===== src/rtl/mem_datos_arbiter.sv =====
`default_nettype none
// ============================================================================
//  Module      : mem_datos_arbiter
//  Description : Two-port request/grant arbiter and access sequencer in front
//                of the 64-word data memory (Mem_datos). Port 0 (CPU
//                load/store) and port 1 (debug/loader) share the memory under
//                round-robin priority. Every access takes three cycles
//                (IDLE -> ACCESS -> RESP), and the memory's level-sensitive
//                EnW/EnR strobes are held for exactly the one ACCESS cycle.
//  Revision    : 1.0 - initial release
// ----------------------------------------------------------------------------
//  Ports
//    clk, reset           : clock (rising edge), synchronous active-high reset
//    reqN/weN/addrN/wdataN: port N request, held until gntN
//    gntN                 : port N grant pulse (high during the ACCESS cycle)
//    ackN                 : port N completion pulse (high during RESP)
//    rdataN               : port N read data, valid with ackN, held after
//    errN                 : port N address out of range, valid with ackN
//    mem_addr/mem_wdata   : memory Address / writeData
//    mem_enw/mem_enr      : memory EnW / EnR strobes
//    mem_rdata            : memory dataOutput
// ============================================================================
module mem_datos_arbiter #(
    parameter int DATA_W = 32,
    parameter int ADDR_W = 32,
    parameter int DEPTH  = 64
) (
    input  logic              clk,
    input  logic              reset,

    input  logic              req0,
    input  logic              we0,
    input  logic [ADDR_W-1:0] addr0,
    input  logic [DATA_W-1:0] wdata0,
    output logic              gnt0,
    output logic              ack0,
    output logic [DATA_W-1:0] rdata0,
    output logic              err0,

    input  logic              req1,
    input  logic              we1,
    input  logic [ADDR_W-1:0] addr1,
    input  logic [DATA_W-1:0] wdata1,
    output logic              gnt1,
    output logic              ack1,
    output logic [DATA_W-1:0] rdata1,
    output logic              err1,

    output logic [ADDR_W-1:0] mem_addr,
    output logic [DATA_W-1:0] mem_wdata,
    output logic              mem_enw,
    output logic              mem_enr,
    input  logic [DATA_W-1:0] mem_rdata
);

    typedef enum logic [1:0] {
        S_IDLE   = 2'd0,
        S_ACCESS = 2'd1,
        S_RESP   = 2'd2
    } state_t;

    localparam logic [ADDR_W-1:0] c_DEPTH = ADDR_W'(DEPTH);

    state_t r_state;
    logic   r_prio;      // port that wins when both request (not granted last)
    logic   r_id;        // port owning the current transaction
    logic   r_we;        // latched direction of the current transaction
    logic   r_in_range;  // latched address check of the current transaction

    logic              w_win;
    logic              w_any;
    logic              w_win_we;
    logic [ADDR_W-1:0] w_win_addr;
    logic [DATA_W-1:0] w_win_wdata;
    logic              w_win_in_range;

    // Winner selection: a lone requester wins outright; on contention the
    // pointer decides.
    always_comb begin
        w_any          = req0 | req1;
        w_win          = (req0 & req1) ? r_prio : req1;
        w_win_we       = w_win ? we1    : we0;
        w_win_addr     = w_win ? addr1  : addr0;
        w_win_wdata    = w_win ? wdata1 : wdata0;
        // Full-width unsigned compare so high address bits are never ignored.
        w_win_in_range = (w_win_addr < c_DEPTH);
    end

    always_ff @(posedge clk) begin
        if (reset) begin
            r_state    <= S_IDLE;
            r_prio     <= 1'b0;
            r_id       <= 1'b0;
            r_we       <= 1'b0;
            r_in_range <= 1'b0;
            gnt0       <= 1'b0;
            gnt1       <= 1'b0;
            ack0       <= 1'b0;
            ack1       <= 1'b0;
            err0       <= 1'b0;
            err1       <= 1'b0;
            rdata0     <= '0;
            rdata1     <= '0;
            mem_addr   <= '0;
            mem_wdata  <= '0;
            mem_enw    <= 1'b0;
            mem_enr    <= 1'b0;
        end else begin
            case (r_state)
                S_IDLE: begin
                    if (w_any) begin
                        r_id       <= w_win;
                        r_we       <= w_win_we;
                        r_in_range <= w_win_in_range;
                        r_prio     <= ~w_win;
                        gnt0       <= ~w_win;
                        gnt1       <= w_win;
                        // Memory drive is loaded here so that it is purely
                        // registered for the single ACCESS cycle.
                        mem_addr   <= w_win_addr;
                        mem_wdata  <= w_win_wdata;
                        mem_enw    <= w_win_we & w_win_in_range;
                        mem_enr    <= ~w_win_we & w_win_in_range;
                        r_state    <= S_ACCESS;
                    end
                end

                S_ACCESS: begin
                    gnt0      <= 1'b0;
                    gnt1      <= 1'b0;
                    mem_addr  <= '0;
                    mem_wdata <= '0;
                    mem_enw   <= 1'b0;
                    mem_enr   <= 1'b0;
                    // Read data is only replaced by a read; a write ack leaves
                    // the previously returned word in place.
                    if (!r_id) begin
                        ack0 <= 1'b1;
                        err0 <= ~r_in_range;
                        if (!r_we) begin
                            rdata0 <= r_in_range ? mem_rdata : '0;
                        end
                    end else begin
                        ack1 <= 1'b1;
                        err1 <= ~r_in_range;
                        if (!r_we) begin
                            rdata1 <= r_in_range ? mem_rdata : '0;
                        end
                    end
                    r_state <= S_RESP;
                end

                S_RESP: begin
                    ack0    <= 1'b0;
                    ack1    <= 1'b0;
                    err0    <= 1'b0;
                    err1    <= 1'b0;
                    r_state <= S_IDLE;
                end

                default: begin
                    r_state <= S_IDLE;
                end
            endcase
        end
    end

endmodule
`default_nettype wire


===== config.mk =====
export PLATFORM = sky130hd
export DESIGN_NAME = mem_datos_arbiter
export DESIGN_NICKNAME = d
export VERILOG_FILES = /design/src/rtl/mem_datos_arbiter.sv
export SDC_FILE = /design/constraint.sdc
export NUM_CORES = 1
export LEC_CHECK = 0
export CORE_ASPECT_RATIO = 1.1
export CORE_UTILIZATION = 45
export CTS_BUF_LIST = sky130_fd_sc_hd__clkbuf_2 sky130_fd_sc_hd__clkbuf_4 sky130_fd_sc_hd__clkbuf_8
export DETAILED_ROUTE_END_ITERATION = 7
export DONT_BUFFER_PORTS = 1
export HOLD_SLACK_MARGIN = 0.02
export PLACE_DENSITY = 0.68
export SLEW_MARGIN = 0
export SYNTH_ARGS = -nofsm -noshare
export SYNTH_HDL_FRONTEND = slang
export SYNTH_SLANG_ARGS = --single-unit

===== constraint.sdc =====
create_clock -name clk -period 2.09 [get_ports clk]
set_input_delay 0.627 -clock clk [delete_from_list [all_inputs] [get_ports clk]]
set_output_delay 0.627 -clock clk [all_outputs]
set_load 0.01 [all_outputs]

After elaboration in Yosys (flattened, before gate mapping)
Cells that the tools add are included.

operators by class
  muxes and demuxes = 27
  magnitude comparators = 1
  eq/ne operators = 5
  reductions and logical operators = 9
  bitwise logic cells = 9

operator list
  cell                                                                   number
  32-bit 2-to-1 mux                                                      5
  32-bit case mux with 2 select lines                                    2
  32-bit by 7-bit < comparator with 1-bit output, second input constant  1
  1-bit case mux with 2 select lines                                     8
  1-bit 2-to-1 mux                                                       10
  2-bit AND reduction                                                    4
  2-bit inequality test, second input constant                           3
  3-bit AND reduction                                                    2
  1-bit inverter                                                         5
  2-bit case mux with 2 select lines                                     1
  2-bit nonzero test                                                     2
  1-bit bitwise AND                                                      3
  2-bit by 1-bit == test with 1-bit output, second input constant        1
  2-bit == test, second input constant                                   1
  2-bit zero test                                                        1
  2-bit 2-to-1 mux                                                       1
  1-bit bitwise OR                                                       1

storage, ports and cells
  output and inout port bits = 136
  bits in registers = 142
  input port bits = 166

Longest topological paths before layout
Gate-level depths: netlist (run 1).

  depth after elaboration = 7
  mapped depth = 9

Least setup slack after synthesis (run 1)
OpenSTA, ideal clock, no wires.

  path type = input -> register
  start = in addr0[7]
  end = reg mem_enr
  required time = 2.003 ns
  setup slack = 0.235 ns
  cell stages on the path = 4
  buffers on the path = 0
  arrival time = 1.768 ns
  library setup time = 0.087 ns
  cell sequence = or4_1 > a211oi_1 > o2bb2a_2 > o31ai_1

between the ends
  longest elaborated chain between the ends = 5

RTL lines
  what                                            line  RTL
  from (decl)                                     33    input logic [ADDR_W-1:0] addr0,
  32-bit 2-to-1 mux                               83    w_win_addr = w_win ? addr1 : addr0;
  32-bit by 7-bit < comparator with 1-bit output  86    w_win_in_range = (w_win_addr < c_DEPTH);
  1-bit bitwise AND                               123   mem_enr <= ~w_win_we & w_win_in_range;
  1-bit 2-to-1 mux                                111   if (w_any) begin
  1-bit case mux with 2 select lines              109   case (r_state)
  to (signal assigned)                            123
  to (decl)                                       52    output logic mem_enr,

No other way between the ends. The select of a mux whose other input is x is not followed.
A chain may end at the register's enable or synchronous reset.

Worst setup path in the final report (run 1)
  start = reg r_state[0]
  end = reg rdata1[27]

between the ends
  longest elaborated chain between the ends = 2

RTL lines
  what                                      line  RTL
  from (decl)                               64    state_t r_state;
  from (signal assigned)                    91    r_state <= S_IDLE;
  from (signal assigned)                    124   r_state <= S_ACCESS;
  from (signal assigned)                    150   r_state <= S_RESP;
  2-bit by 1-bit == test with 1-bit output  109
  3-bit AND reduction (no source line)      -
  to (signal assigned)                      147   rdata1 <= r_in_range ? mem_rdata : '0;
  to (decl)                                 46    output logic [DATA_W-1:0] rdata1,

No other way between the ends.

==> results.md, run 1 <==
- Outcome: complete, no violations
- Drt drc: 0
- Internal power: 4600 µW
- EDFF count, synth: 0
- PostCTS Resize Cnt: 0
- Post-route ant nets: 0
- Worst vdd ir: 0.451 mV
- Row count: 44
- Tmin final: 1.71 ns
- Chip Width: 113 µm
- Cell Pwr Density: 924 nW/µm²
- Initial Util: 45.9%
- Die Y: 124 µm
- Sequential-to-total area share from yosys stat: 47.0%
- Synthesis-to-layout area growth: 8.57%
- LEAKAGE: 0.00235 µW
- Final worst path period share: 81.9%
- Drt first-iter violations: 496
- Gpl congestion: 0.884
- Max cap viols: 0
- Dominant cell type by area after synthesis: dfxtp_1
- TritonCTS clock tree: done
- Slowest stage delay, CP: 0.51 ns
- Crit-path leading delay family: simple AND/OR/NAND/NOR gates
- Clock tree buffer depth: 2
- Worst skew pair latency: 0.44 ns
- Main flop type after synthesis: dfxtp_1
- Total CTS buffers: 17
- Sequential share of power: 49.1%
- Ports: 302
- Mapped Area: 6040 µm²
- Fin. Hold Viols: 0
- Synth Warn #: 0
- Setup Skew: 0.0143 ns
- WL final: 16200 µm
- Max-slew violation count: 0
- Hold-fix buffers, CTS: 0
- Port bufs: 0
- Vias in the first global route: 4614
- Setup Fix Bufs, Post-CTS: 0
- First-pass GRT wire length: 24000 µm
- Syn avg cell area: 8.06 µm²
- Max Clk Rate: 0.584 GHz
- WS Path Type: reg2reg
- DPL Wire Length: 11200 µm
- Via/cell ratio: 5.94
- Seq cells post-synth: 142
- Slew @ Worst Pin: 0.406 ns
- Total Nets Final: 877
- Cell chain of the critical path: nand2b_1 > or3b_1 > buf_4 > nand2_1 > a21oi_1
- Critical Path Source Type: flip-flop
- Largest net degree at the start of global routing: 114
- Setup violators final: 0
- WL per Instance: 18.4 µm
- Total core area: 13200 µm²
- Comb pwr share: 8.3%
- Post-Route Utilization: 49.9%
- Unrepaired setup endpoints after global routing: no
- Clock power share: 42.6%
- N_diodes: 0
- Synth Instances: 750
- CP Buf/Inv Count: 1
- Psw: 1470 µW
- Synth cell count leaders: dfxtp_1 (142), nand2_1 (137), a21oi_1 (107)
- Mapped Nets: 916
- Die area: 13900 µm²
- Switching share of total power: 24.2%
- Clk slew on worst S/H paths: 0.07 ns
- Top post-synthesis cells by area: dfxtp_1 (47%), a21oi_1 (8.9%), nand2_1 (8.5%), nand3_1 (5.4%), a21boi_0 (4.7%)
- Crit path required time: 2.42 ns
- Rel. slew slack: 72.9%
- Total gr overflow: 0
- Hold WC Path Type: in2reg
- Slowest CP cell: dfxtp_1
- Htree depth: 4
- Crit path max fanout: 32
- Final total power: 6060 µW
- Total global-route track usage: 22.2%
- 1st-pass router iterations: 4
- Initial antenna violation count: 0
- Post-route setup TNS: 0 ns
- Synth top area share: 47.0%
- CP Capture Type: flip-flop
- Arr. time, crit path: 2.04 ns
- FFs w/ async S/R, synth: 0%
- Share of cells above drive strength 1: 7.35%
- Most common cell in the netlist: dfxtp_1
- Clk root buf: clkbuf_8
- Synth cell types: 38
- Num Clock Sinks: 142
- Vias: 5242
-- metrics by stage --
step                instance area [µm²]  std cells  setup WS (ns)  hold WS, ns
detailed placement                 6090        853         0.0853        0.488
floorplan                          6040        750          0.235        0.473
CTS                                6560        882          0.387        0.220
global route                       6560        882          0.268        0.220
global placement                   6090        853         0.0944        0.482
finish                             6560        882          0.379        0.268
-- registers in the layout (all words and copies together) (netlist names), 2 cells and up --
signal,cells
mem_addr,32
mem_wdata,32
rdata0,32
r_state,2
rdata1,32
-- final timing paths --
| kind | slack (ns) | to | cells after the start | start |
|---|---|---|---|---|
| worst max register to register | 0.38 | rdata1[27] | 5 | r_state[0] |
| worst max-delay path | 0.38 | rdata1[27] | 5 | r_state[0] |
| worst min-delay path | 0.27 | err1 | 1 | reset |
| worst min register to register | 0.50 | mem_wdata[29] | 2 | mem_wdata[29] |
-- area by class of cell --
type | instances | area (µm²)
flip-flops and latches | 142 | 2840
repair buffers | 14 | 155
clock buffers | 19 | 255
inverters | 4 | 15.0
fillers | 1252 | 6600
clock inverters | 10 | 213
multi-input cells | 532 | 2880
well taps | 161 | 201
-- power by group through the flow --
| stage | Sequential [µW] | Clock, µW | Combinational, µW |
|---|---|---|---|
| floorplan | 2990 | 0 | 447 |
| global placement | 3040 | 0 | 482 |
| detailed placement | 3040 | 0 | 503 |
| CTS | 2980 | 2640 | 506 |
| global route | 2990 | 2770 | 560 |
| finish | 2980 | 2580 | 503 |
-- cell usage in the layout, fill, tap and decap left out, types with 2 or more instances in the layout --
| cell type | n |
|---|---|
| or3_1 | 2 |
| o21ai_0 | 54 |
| buf_4 | 10 |
| and3_1 | 38 |
| a21boi_0 | 38 |
| nor2_1 | 12 |
| and2_1 | 2 |
| buf_12 | 4 |
| clkbuf_8 | 18 |
| o31ai_1 | 3 |
| nor4_1 | 9 |
| a21oi_1 | 106 |
| dfxtp_1 | 141 |
| bufinv_16 | 6 |
| o21ai_1 | 13 |
| a211oi_1 | 3 |
| or4_1 | 3 |
| inv_1 | 3 |
| nand4_1 | 2 |
| clkinvlp_4 | 2 |
| nand2_1 | 137 |
| mux2i_1 | 28 |
| nand3_1 | 65 |
-- worst register-to-register path: cells and delay by family, from the launching register on --
family                 cells  cell delay (ns)
AND/OR/NAND/NOR            3             0.79
buffers and inverters      1             0.24
AO/OA/AOI/OAI              1             0.06
flip-flops                 1             0.51
-- routing by layer --
metal	track usage [%]	part of all wire [%]
met5	0	0
met4	9.08	1.4
met3	8.68	9.9
met2	37.1	49
met1	25.6	39
-- cells by family after synthesis --
family	Yosys count	share of synthesized area [%]
compound gates	223	20.6
buf+inv	76	5.65
flops	142	47.0
mux	29	4.82
simple gates	280	21.9
Note: power is estimated with default switching activity, not from simulation.
==> run 2: changes to the inputs <==
- clock period: 2.09 -> 1.58 ns (I/O delays scaled with it)
==> run 2 against run 1 <==
Against the previous run: first-iteration DRC count down 20%; worst setup slack worse by 0.25 ns; worst hold slack got worse by 0.15 ns; global-route usage up 0.13 points; final cell count rose by 1.2%; routed wire length fell by 0.97%; flip-flop and latch count unchanged; combinational power is 48% higher; fmax increased by 18%; sequential power increased by 32%; critical path depth rose by 1; critical endpoint is now rdata0[0]; largest power group unchanged.
==> results.md, run 2 (same netlist as run 1, synthesis figures left out) <==
- Fillers: 1216 (-2.9%)
- Clk slew on worst S/H paths: 0.08 ns (about the same)
- Hold-fix buffers, CTS: 0 (unchanged)
- Die Y: 124 µm (unchanged)
- Synthesis-to-layout area growth: 11.3%
- Multi-input logic area: 2890 µm² (+0.48%)
- Drt drc: 0 (unchanged)
- Slowest CP cell: dfxtp_1
- DPL Wire Length: 11400 µm (+1.9%)
- Worst vdd ir: 0.541 mV (+20%)
- Reg2reg end: rdata0[0]
- Clk root buf: clkbuf_8
- Clock tree buffer depth: 2 (unchanged)
- Setup Skew: 0.00961 ns (-0.00471 ns)
- Port bufs: 0 (unchanged)
- Arr. time, crit path: 1.82 ns (-0.22 ns)
- WL met1: 6250 µm (-2.3%)
- Fin. Hold Viols: 0 (unchanged)
- DR top layer: met4
- N_diodes: 0 (unchanged)
- Sequential share of power: 49.2% (about the same)
- Total Nets Final: 885 (+0.91%)
- Psw: 1950 µW (+33%)
- Max-slew violation count: 0 (unchanged)
- Layout Cells excl Fill: 893 (+1.2%)
- Post-route ant nets: 0 (unchanged)
- Slew @ Worst Pin: 0.386 ns (-0.0205 ns)
- Max cap viols: 0 (unchanged)
- Most frequent cells in the layout: dfxtp_1 (141), nand2_1 (136), a21oi_1 (105)
- Final worst setup slack: 0.128 ns (-0.250 ns)
- Rel. slew slack: 74.1% (+1.2 points)
- Vias: 5347 (+2.0%)
- Routed wl met2: 7870 µm (-1.4%)
- Total CTS buffers: 17 (unchanged)
- Crit path max fanout: 32 (unchanged)
- Slowest stage delay, CP: 0.32 ns (-0.19 ns)
- Metal3 WL: 1600 µm (about the same)
- Setup violators final: 0 (unchanged)
- Commonest non-fill, non-tap cell in the layout: dfxtp_1
- Num Clock Sinks: 142 (unchanged)
- Initial antenna violation count: 0 (unchanged)
- Total global-route track usage: 22.3% (+0.13 points)
- Switching share of total power: 24.4% (+0.27 points)
- WL final: 16100 µm (-0.97%)
- Cell chain of the critical path: nand2b_2 > buf_4 > nor3_4 > buf_12 > nand3_1 > a21oi_2
- Placed insts: 861 (+0.94%)
- Worst hold margin: 0.122 ns (-0.146 ns)
- Setup Fix Bufs, Post-CTS: 0 (unchanged)
- Outcome: complete, no violations
- Internal power: 6040 µW (+31%)
- PostCTS Resize Cnt: 0 (unchanged)
- End of the critical path: rdata0[0]
- Total gr overflow: 0 (unchanged)
- Via/cell ratio: 5.99 (+0.75%)
- Vias in the first global route: 4719 (+2.3%)
- Initial Util: 45.9% (unchanged)
- Hold WC Path Type: in2reg
- WS Path Type: reg2reg
- First-pass GRT wire length: 24300 µm (+1.1%)
- Share of cells above drive strength 1: 9.15% (+1.8 points)
- LEAKAGE: 0.00244 µW (+3.8%)
- Gpl congestion: 0.922 (+4.3%)
- Largest net degree at the start of global routing: 114 (unchanged)
- 1st-pass router iterations: 5 (+1)
- Tmin final: 1.45 ns (-0.260 ns)
- Unrepaired setup endpoints after global routing: no
- FF-to-FF path depth: 6 (+1)
- Reg area: 2840 µm² (unchanged)
- Die area: 13900 µm² (unchanged)
- Cell Pwr Density: 1190 nW/µm² (+29%)
- Row count: 44 (unchanged)
- Ports: 302 (unchanged)
- Critical Path Source Type: flip-flop
- Clock power share: 41.5% (-1.1 points)
- WL per Instance: 18.0 µm (-2.2%)
- Crit path required time: 1.95 ns (-0.47 ns)
- Chip Width: 113 µm (unchanged)
- Setup slack at placement: -0.278 ns (-0.364 ns)
- Drt first-iter violations: 395 (-20%)
- Crit path from: r_state[1]
- TritonCTS clock tree: done
- Comb pwr share: 9.3% (+1.0 points)
- Setup slack, reg-to-reg: 0.13 ns (-0.25 ns)
- Htree depth: 4 (unchanged)
- CP Capture Type: flip-flop
- Final worst path period share: 91.9% (+10 points)
- Worst skew pair latency: 0.44 ns (about the same)
- Max Clk Rate: 0.689 GHz (+18%)
- Reg2reg start: r_state[1]
- Total core area: 13200 µm² (unchanged)
run 2: changes by cell type in the layout (fill, tap and decap cells not counted), moves of 2 or more:
cell / previous run / this run
buf_12: 4 / 11
clkbuf_8: 18 / 23
clkinv_2: 0 / 3
bufinv_16: 6 / 4
clkinvlp_4: 2 / 0
run 2: layout make-up:
cell class	count	share of cell area (%)
flip-flops and latches	142	42.3
multi-input cells	532	43.0
inverters	4	0.223
repair buffers	22	4.50
clock inverters	9	2.27
clock buffers	23	4.71
well taps	161	3.00
run 2: power by group through the flow:
stage,sequential [µW],clock (µW),combinational [µW]
detailed placement,4010,0,741
floorplan,3960,0,602
CTS,3930,3390,741
finish,3930,3320,742
global route,3950,3580,826
global placement,4010,0,708
run 2: how the worst min path moves through the flow:
stage | startpoint | cells past startpoint | to
floorplan | mem_addr[22] | 2 | mem_addr[22]
global placement | r_prio | 2 | r_prio
detailed placement | mem_wdata[21] | 2 | mem_wdata[21]
CTS | reset | 1 | ack0
global route | reset | 1 | ack0
finish | reset | 1 | rdata1[11]
run 2: through the flow:
step | util (%) | instance area [µm²] | total power [µW] | TNS (ns)
CTS | 51.0 | 6710 | 8060 | 0
floorplan | - | 6070 | 4560 | -0.741
detailed placement | 47.5 | 6240 | 4750 | -0.709
finish | 51.1 | 6730 | 7990 | 0
global placement | 47.5 | 6240 | 4720 | -0.660
global route | 51.1 | 6730 | 8350 | 0
run 2: metal layers:
layer | track usage [%] | up-vias
li1 | - | 2549
met1 | 26.3 | 2503
met2 | 36.6 | 268
met3 | 9.26 | 27
met4 | 8.25 | 0
met5 | 0 | -
run 2: critical path, delay by kind of cell (launching register included):
family / cells / cell delay (ns)
compound gates: 1 / 0.14
simple gates: 3 / 0.54
buf+inv: 2 / 0.38
flops: 1 / 0.32
==> run 3: changes to the inputs <==
- ABC_AREA: unset -> 1
- CORE_AREA: unset -> 2 2 116 118
- CORE_ASPECT_RATIO: 1.1 -> unset
- CORE_UTILIZATION: 45 -> unset
- DIE_AREA: unset -> 0 0 118 120
- PLACE_DENSITY: 0.68 -> 0.67
==> run 3 against run 2 <==
Against the previous run: design area up 2.9%; flip-flop and latch count did not move; core utilization rose by 2.2 points; power increased by 12%; critical path type unchanged; worst setup slack got worse by 0.10 ns; routed wire length up 3.5%; clock skew up 0.0032 ns; sequential share of layout area shrank 1.2 points.
==> results.md, run 3 <==
- Most common cell on crit path: nand2_4
- WL final: 16600 µm (+3.5%)
- WS Path Type: reg2reg
- Cell Pwr Density: 1300 nW/µm² (+9.1%)
- Hold Path Origin: reset
- Row count: 42 (-4.5%)
- Internal power: 6360 µW (+5.4%)
- Chip Width: 118 µm (+4.9%)
- Synth cell count leaders: nand2_1 (163), dfxtp_1 (142), o21ai_0 (69)
- Rel. slew slack: 69.6% (-4.5 points)
- Max Clk Rate: 0.644 GHz (-6.6%)
- Initial antenna violation count: 0 (unchanged)
- Worst skew pair latency: 0.44 ns (about the same)
- Crit path max fanout: 6 (-81%)
- Tmin final: 1.55 ns (+0.102 ns)
- Initial Util: 44.2% (-1.8 points)
- Synthesis-to-layout area growth: 20.7%
- Max cap viols: 0 (unchanged)
- Synth Warn #: 0 (unchanged)
- Seq cells post-synth: 142 (unchanged)
- TritonCTS clock tree: done
- Psw: 2610 µW (+34%)
- Hold WC Path Type: in2reg
- Vias in the first global route: 4767 (+1.0%)
- Setup slack, reg-to-reg: 0.03 ns (-0.10 ns)
- Syn avg cell area: 7.92 µm² (-1.7%)
- Slowest stage delay, CP: 0.32 ns (about the same)
- LEAKAGE: 0.00305 µW (+25%)
- Top post-synthesis cells by area: dfxtp_1 (50%), nand2_1 (11%), o21ai_0 (6.0%), a21oi_1 (5.4%), a22oi_1 (5.0%)
- Total Nets Final: 902 (+1.9%)
- Commonest non-fill, non-tap cell in the layout: nand2_1
- Share of cells above drive strength 1: 16.3% (+7.2 points)
- Switching share of total power: 29.1% (+4.6 points)
- Outcome: complete, no violations
- Htree depth: 4 (unchanged)
- Most frequent cells in the layout: nand2_1 (147), dfxtp_1 (140), o21ai_0 (65)
- Comb pwr share: 15.3% (+6.0 points)
- Mapped Area: 5730 µm² (-5.1%)
- Max-slew violation count: 0 (unchanged)
- First-pass GRT wire length: 23900 µm (-1.6%)
- Dominant cell type by area after synthesis: dfxtp_1
- Main flop type after synthesis: dfxtp_1
- Die area: 14200 µm² (+1.9%)
- Reg2reg end: mem_enw
- Synth Instances: 724 (-3.5%)
- Clock tree buffer depth: 2 (unchanged)
- Total gr overflow: 0 (unchanged)
- Synth top area share: 49.6% (+2.5 points)
- N_diodes: 0 (unchanged)
- Drt drc: 0 (unchanged)
- Reg2reg start: r_prio
- Largest net degree at the start of global routing: 82 (-28%)
- Fillers: 1199 (-1.4%)
- Final worst path period share: 98.3% (+6.5 points)
- Sequential share of power: 48.4% (-0.8 points)
- Cell chain of the critical path: inv_2 > nand2_4 > nand2_4 > buf_12 > buf_12 > nand2_4 > nand2_2 > nand2_1 > nor2_1 > nand2_1 > nor2_2 > nand2_2 > o21ai_1
- Hold Crit Endpoint: rdata0[24]
- Drt first-iter violations: 275 (-30%)
- Critical Path Source Type: flip-flop
- FFs w/ async S/R, synth: 0% (unchanged)
- Placed insts: 875 (+1.6%)
- Num Clock Sinks: 142 (unchanged)
- Fin. Hold Viols: 0 (unchanged)
- Crit path required time: 1.95 ns (about the same)
- Hold-fix buffers, CTS: 0 (unchanged)
- EDFF count, synth: 0 (unchanged)
- CP Capture Type: flip-flop
- Metal3 WL: 1410 µm (-12%)
- Gpl congestion: 0.894 (-3.1%)
- Layout Cells excl Fill: 924 (+3.5%)
- Ports: 302 (unchanged)
- Unrepaired setup endpoints after global routing: yes
- Mapped Nets: 890 (-2.8%)
- Most common cell in the netlist: nand2_1
- Routed wl met2: 8370 µm (+6.4%)
- Die Y: 120 µm (-2.9%)
- Total core area: 13000 µm² (-1.4%)
- Sequential-to-total area share from yosys stat: 49.6% (+2.5 points)
- Post-Route Utilization: 53.3% (+2.2 points)
- Clk slew on worst S/H paths: 0.08 ns (about the same)
- Setup Skew: 0.0128 ns (+0.00318 ns)
- Total CTS buffers: 17 (unchanged)
- Synth cell types: 27 (-29%)
- Vias: 5150 (-3.7%)
- Arr. time, crit path: 1.92 ns (+0.10 ns)
- CP Buf/Inv Count: 3 (+1)
- Clock power share: 36.3% (-5.2 points)
- Via/cell ratio: 5.57 (-6.9%)
- Setup violators final: 0 (unchanged)
- Port bufs: 0 (unchanged)
- DR top layer: met4
- Worst vdd ir: 0.752 mV (+39%)
- Crit-path leading delay family: simple AND/OR/NAND/NOR gates
- WL met1: 6370 µm (+1.8%)
- DPL Wire Length: 11000 µm (-4.3%)
- FF-to-FF path depth: 13 (+7)
- Post-route ant nets: 0 (unchanged)
- WHS Path Cells: 1 (unchanged)
- 1st-pass router iterations: 6 (+1)
- Total global-route track usage: 21.1% (-1.2 points)
- WL per Instance: 18.0 µm (about the same)
- Slew @ Worst Pin: 0.452 ns (+0.0659 ns)
- Final total power: 8970 µW (+12%)
- Slowest CP cell: dfxtp_2
- Clk root buf: clkbuf_8
==> run 3: cell families after synthesis <==
group | share of synthesized area [%]
buffers and inverters | 8.97
AO/OA/AOI/OAI | 25.5
multiplexers | 0.175
AND/OR/NAND/NOR | 15.8
flip-flops | 49.6
==> run 3: area by class of cell <==
type / instances / area (µm²) / share of cell area (%)
Clock inverter: 11 / 181 / 2.62
Timing Repair Buffer: 49 / 642 / 9.27
Multi-Input combinational cell: 456 / 2490 / 36.0
Clock buffer: 20 / 269 / 3.89
Inverter: 70 / 269 / 3.89
Tap cell: 176 / 220 / 3.18
Sequential cell: 142 / 2850 / 41.1
==> run 3: power by group through the flow <==
stage | sequential [µW] | combinational [µW] | clock, µW
2_1_floorplan | 4320 | 881 | 0
3_3_place_gp | 4410 | 1140 | 0
3_5_place_dp | 4410 | 1190 | 0
4_1_cts | 4340 | 1220 | 3330
5_1_grt | 4370 | 1550 | 3480
6_report | 4340 | 1380 | 3250
==> run 3: worst max-delay path by stage <==
stage                start  cells after the start          end
finish              r_prio                     13      mem_enw
global route        r_prio                     13      mem_enr
CTS                 r_prio                     12      mem_enw
detailed placement    req0                     11      mem_enw
global placement      req0                     11   r_in_range
floorplan             req1                      7  mem_addr[0]
==> run 3: layer usage <==
metal	track usage, %	up-vias
li1	-	2471
met2	36.2	278
met4	10.8	0
met3	7.37	36
met5	0	-
met1	23.2	2365
==> run 3: metrics by stage <==
step / TNS [ns] / worst slack (ns) / hold slack, ns / instance area, µm²
after floorplan: 0 / 0.00920 / 0.457 / 5730
after global routing: -0.573 / -0.117 / 0.0640 / 6920
after global placement: -0.0951 / -0.0388 / 0.474 / 6070
final: 0 / 0.0264 / 0.102 / 6920
after CTS: 0 / 0.00557 / 0.0689 / 6580
after detailed placement: -0.560 / -0.127 / 0.480 / 6070
==> run 3: repair_timing <==
action	4_1_cts	5_1_grt
gates resized for setup	4	46
endpoints found under the setup margin	3	90
pin swaps	1	24
gates cloned	1	7
buffers inserted	1	10
